--- src/rtl/drv_pkg.sv ---
// ---------------------------------------------------------------------------
// drv_pkg
// Shared types and helpers for the current-steering DAC driver slice.
//   drv_state_t    : power sequencing states of the driver FSM
//   BIN_W_DEF      : default width of the binary (LSB) segment
//   THERM_W_DEF    : default width of the thermometric (MSB) segment
//   THERM_W_MAX    : widest thermometer word is_thermometer() can judge
//   is_thermometer : 1 when a word is contiguous ones from the LSB
//                    (0, 1, 3, 7, ... all-ones)
// ---------------------------------------------------------------------------
package drv_pkg;

  typedef enum logic [1:0] {
    OFF    = 2'd0,
    WAKE   = 2'd1,
    ACTIVE = 2'd2,
    PARK   = 2'd3
  } drv_state_t;

  localparam int BIN_W_DEF   = 7;
  localparam int THERM_W_DEF = 17;
  localparam int THERM_W_MAX = 64;

  // A thermometer word w has the form 2^n - 1, so w + 1 is a power of two
  // and shares no set bit with w. Callers zero-extend narrower words, which
  // keeps the all-ones case valid because the carry lands above the word.
  function automatic bit is_thermometer(input logic [THERM_W_MAX-1:0] word);
    logic [THERM_W_MAX-1:0] plus_one;
    plus_one = word + THERM_W_MAX'(1);
    return ((word & plus_one) == '0);
  endfunction

endpackage

--- src/rtl/drv_sync.sv ---
// ---------------------------------------------------------------------------
// drv_sync
// Single-bit multi-flop synchroniser, cleared to 0 by reset so a slow or
// absent power-good input reads as "not ready" straight out of reset.
//   clk        : destination clock
//   rst        : asynchronous, active-high reset (chain cleared to 0)
//   async_bit  : level from another clock domain or an analog monitor
//   sync_bit   : the same level, SYNC_STAGES clk edges later
// ---------------------------------------------------------------------------
module drv_sync
  import drv_pkg::*;
#(
  parameter int SYNC_STAGES = 2
) (
  input  logic clk,
  input  logic rst,
  input  logic async_bit,
  output logic sync_bit
);

  logic [SYNC_STAGES-1:0] chain;

  // Plain shift chain; the first flop may go metastable, the rest give it
  // SYNC_STAGES-1 clock periods to resolve before anyone looks at it.
  always_ff @(posedge clk or posedge rst) begin
    if (rst) begin
      chain <= '0;
    end else begin
      chain <= {chain[SYNC_STAGES-2:0], async_bit};
    end
  end

  assign sync_bit = chain[SYNC_STAGES-1];

endmodule

--- src/rtl/dac_driver_resync.sv ---
// ---------------------------------------------------------------------------
// dac_driver_resync
// Resynchronises the binary and thermometric switch-control words of a
// current-steering DAC to the converter clock, builds the complementary
// rails and sequences power-up / power-down.
//
// Ports
//   clk           : converter clock
//   rst           : asynchronous, active-high reset
//   pdb           : power-down negate, asynchronous
//   vdd_ok        : supply-good flag from the analog monitor, asynchronous
//   datain        : binary control word        [BIN_W]
//   datatherm     : thermometric control word  [THERM_W]
//   databinout    : resynchronised binary drive
//   databinoutb   : complement binary drive
//   datathermout  : resynchronised thermometric drive
//   datathermoutb : complement thermometric drive
//   drv_ready     : high while the FSM is in ACTIVE
//   therm_err     : one-cycle flag on an output word that replaced an
//                   invalid thermometer input
//
// Build option
//   DRV_THERM_CHECK_EN : when defined, invalid thermometer words are replaced
//                        by the last valid one and flagged on therm_err.
//                        Otherwise datatherm passes unchecked, therm_err = 0.
//
// Rail encoding: "off" is both rails 0 (every switch open); "code zero" is
// true rails 0 and complement rails all 1.
// ---------------------------------------------------------------------------
module dac_driver_resync
  import drv_pkg::*;
#(
  parameter int BIN_W       = BIN_W_DEF,
  parameter int THERM_W     = THERM_W_DEF,
  parameter int PIPE_DEPTH  = 2,
  parameter int WAKE_CYCLES = 8,
  parameter int SYNC_STAGES = 2
) (
  input  logic               clk,
  input  logic               rst,
  input  logic               pdb,
  input  logic               vdd_ok,
  input  logic [BIN_W-1:0]   datain,
  input  logic [THERM_W-1:0] datatherm,
  output logic [BIN_W-1:0]   databinout,
  output logic [BIN_W-1:0]   databinoutb,
  output logic [THERM_W-1:0] datathermout,
  output logic [THERM_W-1:0] datathermoutb,
  output logic               drv_ready,
  output logic               therm_err
);

  localparam int CNT_W = 8;

  logic              pdb_s;
  logic              vdd_ok_s;
  logic              en_s;

  drv_state_t        state;
  drv_state_t        next_state;
  logic [CNT_W-1:0]  cnt;
  logic [CNT_W-1:0]  cnt_next;

  logic              pass_data;
  logic              flush;
  logic [BIN_W-1:0]  stage0_bin;
  logic [THERM_W-1:0] stage0_therm;

  logic [BIN_W-1:0]   pipe_bin    [PIPE_DEPTH];
  logic [BIN_W-1:0]   pipe_binb   [PIPE_DEPTH];
  logic [THERM_W-1:0] pipe_therm  [PIPE_DEPTH];
  logic [THERM_W-1:0] pipe_thermb [PIPE_DEPTH];

`ifdef DRV_THERM_CHECK_EN
  logic               stage0_err;
  logic [THERM_W-1:0] last_valid;
  logic [THERM_W-1:0] last_valid_next;
  logic               pipe_err [PIPE_DEPTH];
`endif

  // Both enables cross into the clk domain separately; the driver only
  // runs while the supply is good and power-down is negated.
  drv_sync #(.SYNC_STAGES(SYNC_STAGES)) u_sync_pdb (
    .clk       (clk),
    .rst       (rst),
    .async_bit (pdb),
    .sync_bit  (pdb_s)
  );

  drv_sync #(.SYNC_STAGES(SYNC_STAGES)) u_sync_vdd_ok (
    .clk       (clk),
    .rst       (rst),
    .async_bit (vdd_ok),
    .sync_bit  (vdd_ok_s)
  );

  assign en_s = pdb_s & vdd_ok_s;

  // State and shared counter registers. The counter times the wake hold in
  // WAKE and the drain period in PARK; it is idle (0) elsewhere.
  always_ff @(posedge clk or posedge rst) begin
    if (rst) begin
      state <= OFF;
      cnt   <= '0;
    end else begin
      state <= next_state;
      cnt   <= cnt_next;
    end
  end

  // Power sequencing. Losing enable in WAKE abandons the wake-up outright,
  // while losing it in ACTIVE parks the switches at code zero first. PARK
  // ignores enable so a glitchy pdb cannot skip the drain.
  always_comb begin
    next_state = state;
    cnt_next   = cnt;
    case (state)
      OFF: begin
        if (en_s) begin
          next_state = WAKE;
          cnt_next   = CNT_W'(WAKE_CYCLES - 1);
        end
      end
      WAKE: begin
        if (!en_s) begin
          next_state = OFF;
          cnt_next   = '0;
        end else if (cnt == '0) begin
          next_state = ACTIVE;
        end else begin
          cnt_next = cnt - CNT_W'(1);
        end
      end
      ACTIVE: begin
        if (!en_s) begin
          next_state = PARK;
          cnt_next   = CNT_W'(PIPE_DEPTH - 1);
        end
      end
      PARK: begin
        if (cnt == '0) begin
          next_state = OFF;
        end else begin
          cnt_next = cnt - CNT_W'(1);
        end
      end
      default: begin
        next_state = OFF;
        cnt_next   = '0;
      end
    endcase
  end

  // Stage-0 word selection. Live data only enters while the driver stays in
  // ACTIVE; every other case feeds code zero (true rail 0), so X/Z on the
  // data pins never reaches the switches outside ACTIVE.
  always_comb begin
    pass_data    = (state == ACTIVE) && (next_state == ACTIVE);
    flush        = ((state == OFF) && (next_state == WAKE)) ||
                   ((state == ACTIVE) && (next_state == PARK));
    stage0_bin   = '0;
    stage0_therm = '0;
`ifdef DRV_THERM_CHECK_EN
    stage0_err      = 1'b0;
    last_valid_next = '0;
    if (pass_data) begin
      stage0_bin      = datain;
      last_valid_next = last_valid;
      if (is_thermometer(THERM_W_MAX'(datatherm))) begin
        stage0_therm    = datatherm;
        last_valid_next = datatherm;
      end else begin
        stage0_therm = last_valid;
        stage0_err   = 1'b1;
      end
    end
`else
    if (pass_data) begin
      stage0_bin   = datain;
      stage0_therm = datatherm;
    end
`endif
  end

`ifdef DRV_THERM_CHECK_EN
  // Substitute word for bad thermometer inputs. It falls back to 0 whenever
  // the driver leaves ACTIVE, so a fresh wake-up never replays stale data.
  always_ff @(posedge clk or posedge rst) begin
    if (rst) begin
      last_valid <= '0;
    end else begin
      last_valid <= last_valid_next;
    end
  end
`endif

  // Resync pipeline. True and complement rails are separate flops fed from
  // the same stage-0 word, so both rails change on the same edge. Entering
  // WAKE or PARK loads every stage with code zero at once: the switches sit
  // at code zero for the whole wake hold, and in-flight words are dropped as
  // soon as drv_ready falls. Heading to OFF opens every switch.
  always_ff @(posedge clk or posedge rst) begin
    if (rst) begin
      for (int i = 0; i < PIPE_DEPTH; i++) begin
        pipe_bin[i]    <= '0;
        pipe_binb[i]   <= '0;
        pipe_therm[i]  <= '0;
        pipe_thermb[i] <= '0;
`ifdef DRV_THERM_CHECK_EN
        pipe_err[i]    <= 1'b0;
`endif
      end
    end else if (next_state == OFF) begin
      for (int i = 0; i < PIPE_DEPTH; i++) begin
        pipe_bin[i]    <= '0;
        pipe_binb[i]   <= '0;
        pipe_therm[i]  <= '0;
        pipe_thermb[i] <= '0;
`ifdef DRV_THERM_CHECK_EN
        pipe_err[i]    <= 1'b0;
`endif
      end
    end else if (flush) begin
      for (int i = 0; i < PIPE_DEPTH; i++) begin
        pipe_bin[i]    <= '0;
        pipe_binb[i]   <= '1;
        pipe_therm[i]  <= '0;
        pipe_thermb[i] <= '1;
`ifdef DRV_THERM_CHECK_EN
        pipe_err[i]    <= 1'b0;
`endif
      end
    end else begin
      pipe_bin[0]    <= stage0_bin;
      pipe_binb[0]   <= ~stage0_bin;
      pipe_therm[0]  <= stage0_therm;
      pipe_thermb[0] <= ~stage0_therm;
`ifdef DRV_THERM_CHECK_EN
      pipe_err[0]    <= stage0_err;
`endif
      for (int i = 1; i < PIPE_DEPTH; i++) begin
        pipe_bin[i]    <= pipe_bin[i-1];
        pipe_binb[i]   <= pipe_binb[i-1];
        pipe_therm[i]  <= pipe_therm[i-1];
        pipe_thermb[i] <= pipe_thermb[i-1];
`ifdef DRV_THERM_CHECK_EN
        pipe_err[i]    <= pipe_err[i-1];
`endif
      end
    end
  end

  assign databinout    = pipe_bin[PIPE_DEPTH-1];
  assign databinoutb   = pipe_binb[PIPE_DEPTH-1];
  assign datathermout  = pipe_therm[PIPE_DEPTH-1];
  assign datathermoutb = pipe_thermb[PIPE_DEPTH-1];
  assign drv_ready     = (state == ACTIVE);

`ifdef DRV_THERM_CHECK_EN
  assign therm_err = pipe_err[PIPE_DEPTH-1];
`else
  assign therm_err = 1'b0;
`endif

endmodule
--- config.mk ---
export PLATFORM = sky130hd
export DESIGN_NAME = dac_driver_resync
export DESIGN_NICKNAME = d
export VERILOG_FILES = /design/src/rtl/drv_pkg.sv /design/src/rtl/drv_sync.sv /design/src/rtl/dac_driver_resync.sv
export SDC_FILE = /design/constraint.sdc
export NUM_CORES = 1
export LEC_CHECK = 0
export CORE_MARGIN = 2
export CORE_UTILIZATION = 47
export CTS_CLUSTER_DIAMETER = 40
export DETAILED_ROUTE_END_ITERATION = 7
export GPL_ROUTABILITY_DRIVEN = 0
export GPL_TIMING_DRIVEN = 1
export PLACE_DENSITY = 0.73
export SETUP_SLACK_MARGIN = 0.4
export SYNTH_ARGS = -nofsm -noshare
export SYNTH_HDL_FRONTEND = slang
export SYNTH_HIERARCHICAL = 1
export SYNTH_SLANG_ARGS = --single-unit
--- constraint.sdc ---
create_clock -name clk -period 3.74 [get_ports clk]
set_input_delay 0.561 -clock clk [delete_from_list [all_inputs] [get_ports clk]]
set_output_delay 0.561 -clock clk [all_outputs]
set_load 0.01 [all_outputs]
==> impl_metrics.csv <==
group,metric,value,unit
timing,worst_slack,1390,ps
timing,slew_violations,0,
synth,synth_xor_area_share,0.208,%
timing,final.setup.tns,0,ps
run,maxCapViolCount,0,
timing,relSlewSlack,18.8,%
timing,tightest_slew,1210,ps
synth,syn_area,0.00421,mm²
grt,grt_first_pass_wirelength,11100,µm
synth,syn_area_per_cell,12.4,µm²
synth,ys_seq_area_share,65.4,%
pwr,p_per_area,637,mW/mm²
synth,synth_common_cells,"dfrtp_1 (110), buf_4 (53), nor2_1 (31), and2_1 (25)",
route,wl_met2,3400,µm
synth,synth_simple_gate_area_share,13.9,%
setup_path,worst_path_max_delay_cell,"o21ai_2",
synth,netlist_instances,340,
final_layout,fillCellCount,704,
synth,synth_top_cell_by_area,"dfrtp_1",
setup_path,worstPathRequired,3930,ps
grt,grt_overflow,0,
place,dp_hpwl,4540,µm
synth,synthMuxAreaShare,0,%
route,drcViolationCount,0,
clock_network,clk_latency,350,ps
clock_network,clockRootBuffer,"clkbuf_8",
route,wl_per_cell,14.0,µm
route,drt-initial-drc-count,106,
synth,synth_edf_count,0,
synth,synth_top_area_share,65.4,%
synth,yosysWarnings,6,
timing,finalClockSkew,14.2,ps
place,io_buffer_count,76,
setup_path,worst-endpoint-arrival,2550,ps
final_layout,syn_to_final_growth,16.3,%
synth,synth.most_common_cell,"dfrtp_1",
synth,synth-compound-area-share,8.71,%
final_layout,antenna_cells,0,
hold_path,hold_class,"reg2reg",
timing,rsz0062_at_grt,"false",
grt,grt_max_degree,49,
setup_path,crit_path_start_kind,"flop",
floorplan,core,0.00872,mm²
setup_path,cp_num_buf_inv,1,
timing,max_freq,425,MHz
route,routed.top_layer,"met4",
pwr,leakage,2.22,nW
clock_network,cts_setup_buffers,0,
grt,grt_antenna_before_repair,0,
route,antenna_left,0,
place,dp_slack,1390,ps
setup_path,critPathCaptureType,"flop",
synth,async_flop_share,100,%
synth,yosysUniqueCellTypes,34,
clock_network,htree_levels,3,
route,first_pass_iters,4,
route,routed_wl,6700,µm
setup_path,path_class,"reg2reg",
grt,grt_pass1_vias,2280,
synth,yosys-top-cells-area,"dfrtp_1 (65%), buf_4 (9.5%), o21a_1 (4.3%)",
synth,yosys.area_share.adder,0.595,%
floorplan,start_util,48.2,%
floorplan,dieWidth,98.6,µm
synth,synth_top_family_by_area,"simple AND/OR/NAND/NOR gates",
clock_network,clock-sinks,110,
floorplan,dieHeight,98.6,µm
route,met1_length,2870,µm
timing,setup_viol,0,
setup_path,critPathMaxFanout,24,
run_status,status,"finished clean",
timing,min_period_over_period,62.9,%
grt,track_usage,14.7,%
timing,min_period,2350,ps
route,viasPerCell,4.70,
final_layout,finalNetCount,397,
clock_network,cts_buffers,9,
synth,synth_top_flop_cell,"dfrtp_1",
clock_network,cts_resized,0,
route,wl_met3,372,µm
floorplan,rows,34,
clock_network,cts_hold_buf,0,
setup_path,crit_family,"compound AO/OA/AOI/OAI gates",
clock_network,cts_buffer_depth,2,
clock_network,clkSlewWorstSetupHoldPaths,90,ps
route,route.vias.total,2246,
floorplan,boundaryPins,78,
setup_path,path_cells,"inv_1 > ha_1 > nor3b_2 > nand2_1 > o21ai_2 > nor2_1",
clock_network,tritoncts,"yes",
floorplan,die_area,0.00973,mm²
final_layout,drive_gt1_share,7.03,%
synth,ys_ff_latch,110,
synth,synthesis.nets,370,
pwr,worst_ir_drop_vdd,0.256,mV
setup_path,critPathMaxStageDelay,860,ps
timing,finalHoldViolCount,0,
worst paths after layout:
kind,slack [ps],startpoint,endpoint,cells past startpoint
setup / recovery,1390,cnt[1],pipe_thermb[32],6
hold / removal,350,u_sync_pdb/chain[0],u_sync_pdb/chain[1],0
setup reg to reg,1390,cnt[1],pipe_thermb[32],6
hold reg to reg,350,u_sync_pdb/chain[0],u_sync_pdb/chain[1],0
max in group asynchronous,2190,rst,datathermoutb[8],3
min in group asynchronous,450,rst,u_sync_pdb/chain[1],2
cell usage in the layout, fill, tap and decap left out, types with 2 or more instances in the layout:
| master | instances |
|---|---|
| o21a_1 | 24 |
| o21ai_0 | 3 |
| clkinvlp_4 | 2 |
| nand3_1 | 4 |
| nor2_2 | 2 |
| nand2b_1 | 3 |
| nand2_1 | 13 |
| a21oi_1 | 3 |
| ha_1 | 2 |
| clkbuf_8 | 9 |
| dfrtp_1 | 110 |
| nor2_1 | 29 |
| inv_1 | 7 |
| clkdlybuf4s50_1 | 76 |
| nor2b_1 | 24 |
| nor3_1 | 3 |
| a31oi_1 | 6 |
| and2_1 | 25 |
| a22o_1 | 2 |
metal layers:
layer | vias to the layer above | GRT usage [%]
met3 | 6 | 4.40
met1 | 1070 | 18.8
met2 | 74 | 24.6
met4 | 0 | 4.21
met5 | - | 0
li1 | 1096 | -
through the flow:
| stage | std cells | util [%] | hold WS (ps) | power, mW | cell area (µm²) |
|---|---|---|---|---|---|
| 4_1_cts | 478 | 56.1 | 357 | 3.14 | 4890 |
| 5_1_grt | 478 | 56.1 | 364 | 3.31 | 4890 |
| 6_report | 478 | 56.1 | 347 | 3.11 | 4890 |
| 2_1_floorplan | 340 | - | 302 | 2.25 | 4210 |
| 3_3_place_gp | 464 | 54.0 | 332 | 2.45 | 4710 |
| 3_5_place_dp | 464 | 54.0 | 344 | 2.48 | 4710 |
report_power, final:
group	switching, mW	internal [mW]	leakage [nW]
sequential	0.133	1.42	1.46
clock	0.358	0.305	0.0915
combinational	0.484	0.412	0.674
total	0.976	2.14	2.22
registers in the layout, indices dropped and copies added (netlist names):
signal and count:
u_sync_vdd_ok/chain 2, databinout 7, pipe_bin 7, pipe_therm 17, pipe_thermb 17, databinoutb 7, datathermoutb 17, u_sync_pdb/chain 2
state 2, pipe_binb 7, cnt 8, datathermout 17
cell families (layout without fill, tap and decap cells):
logic type      after synthesis  count (layout)
xor+xnor                      1               1
buf+inv                      70             100
fa+ha+maj                     2               2
simple gates                108             108
compound gates               48              48
flops                       110             110
other cells                   1               1
final cells by class:
type	instances	area, µm²	area share (%)
Sequential cell	110	2750	56.3
Multi-Input combinational cell	160	998	20.4
Timing Repair Buffer	78	788	16.1
Tap cell	108	135	2.76
Clock buffer	9	124	2.53
Clock inverter	5	60.1	1.23
Inverter	8	33.8	0.691
worst reg2reg max path: cells and delay by family (launching register included):
family                   cells  cell delay [ps]
flip-flops                   1              420
AO/OA/AOI/OAI                1              870
adder cells (fa/ha/maj)      1              140
AND/OR/NAND/NOR              3              670
buffers and inverters        1              120
(Power assumes the default switching activity.)
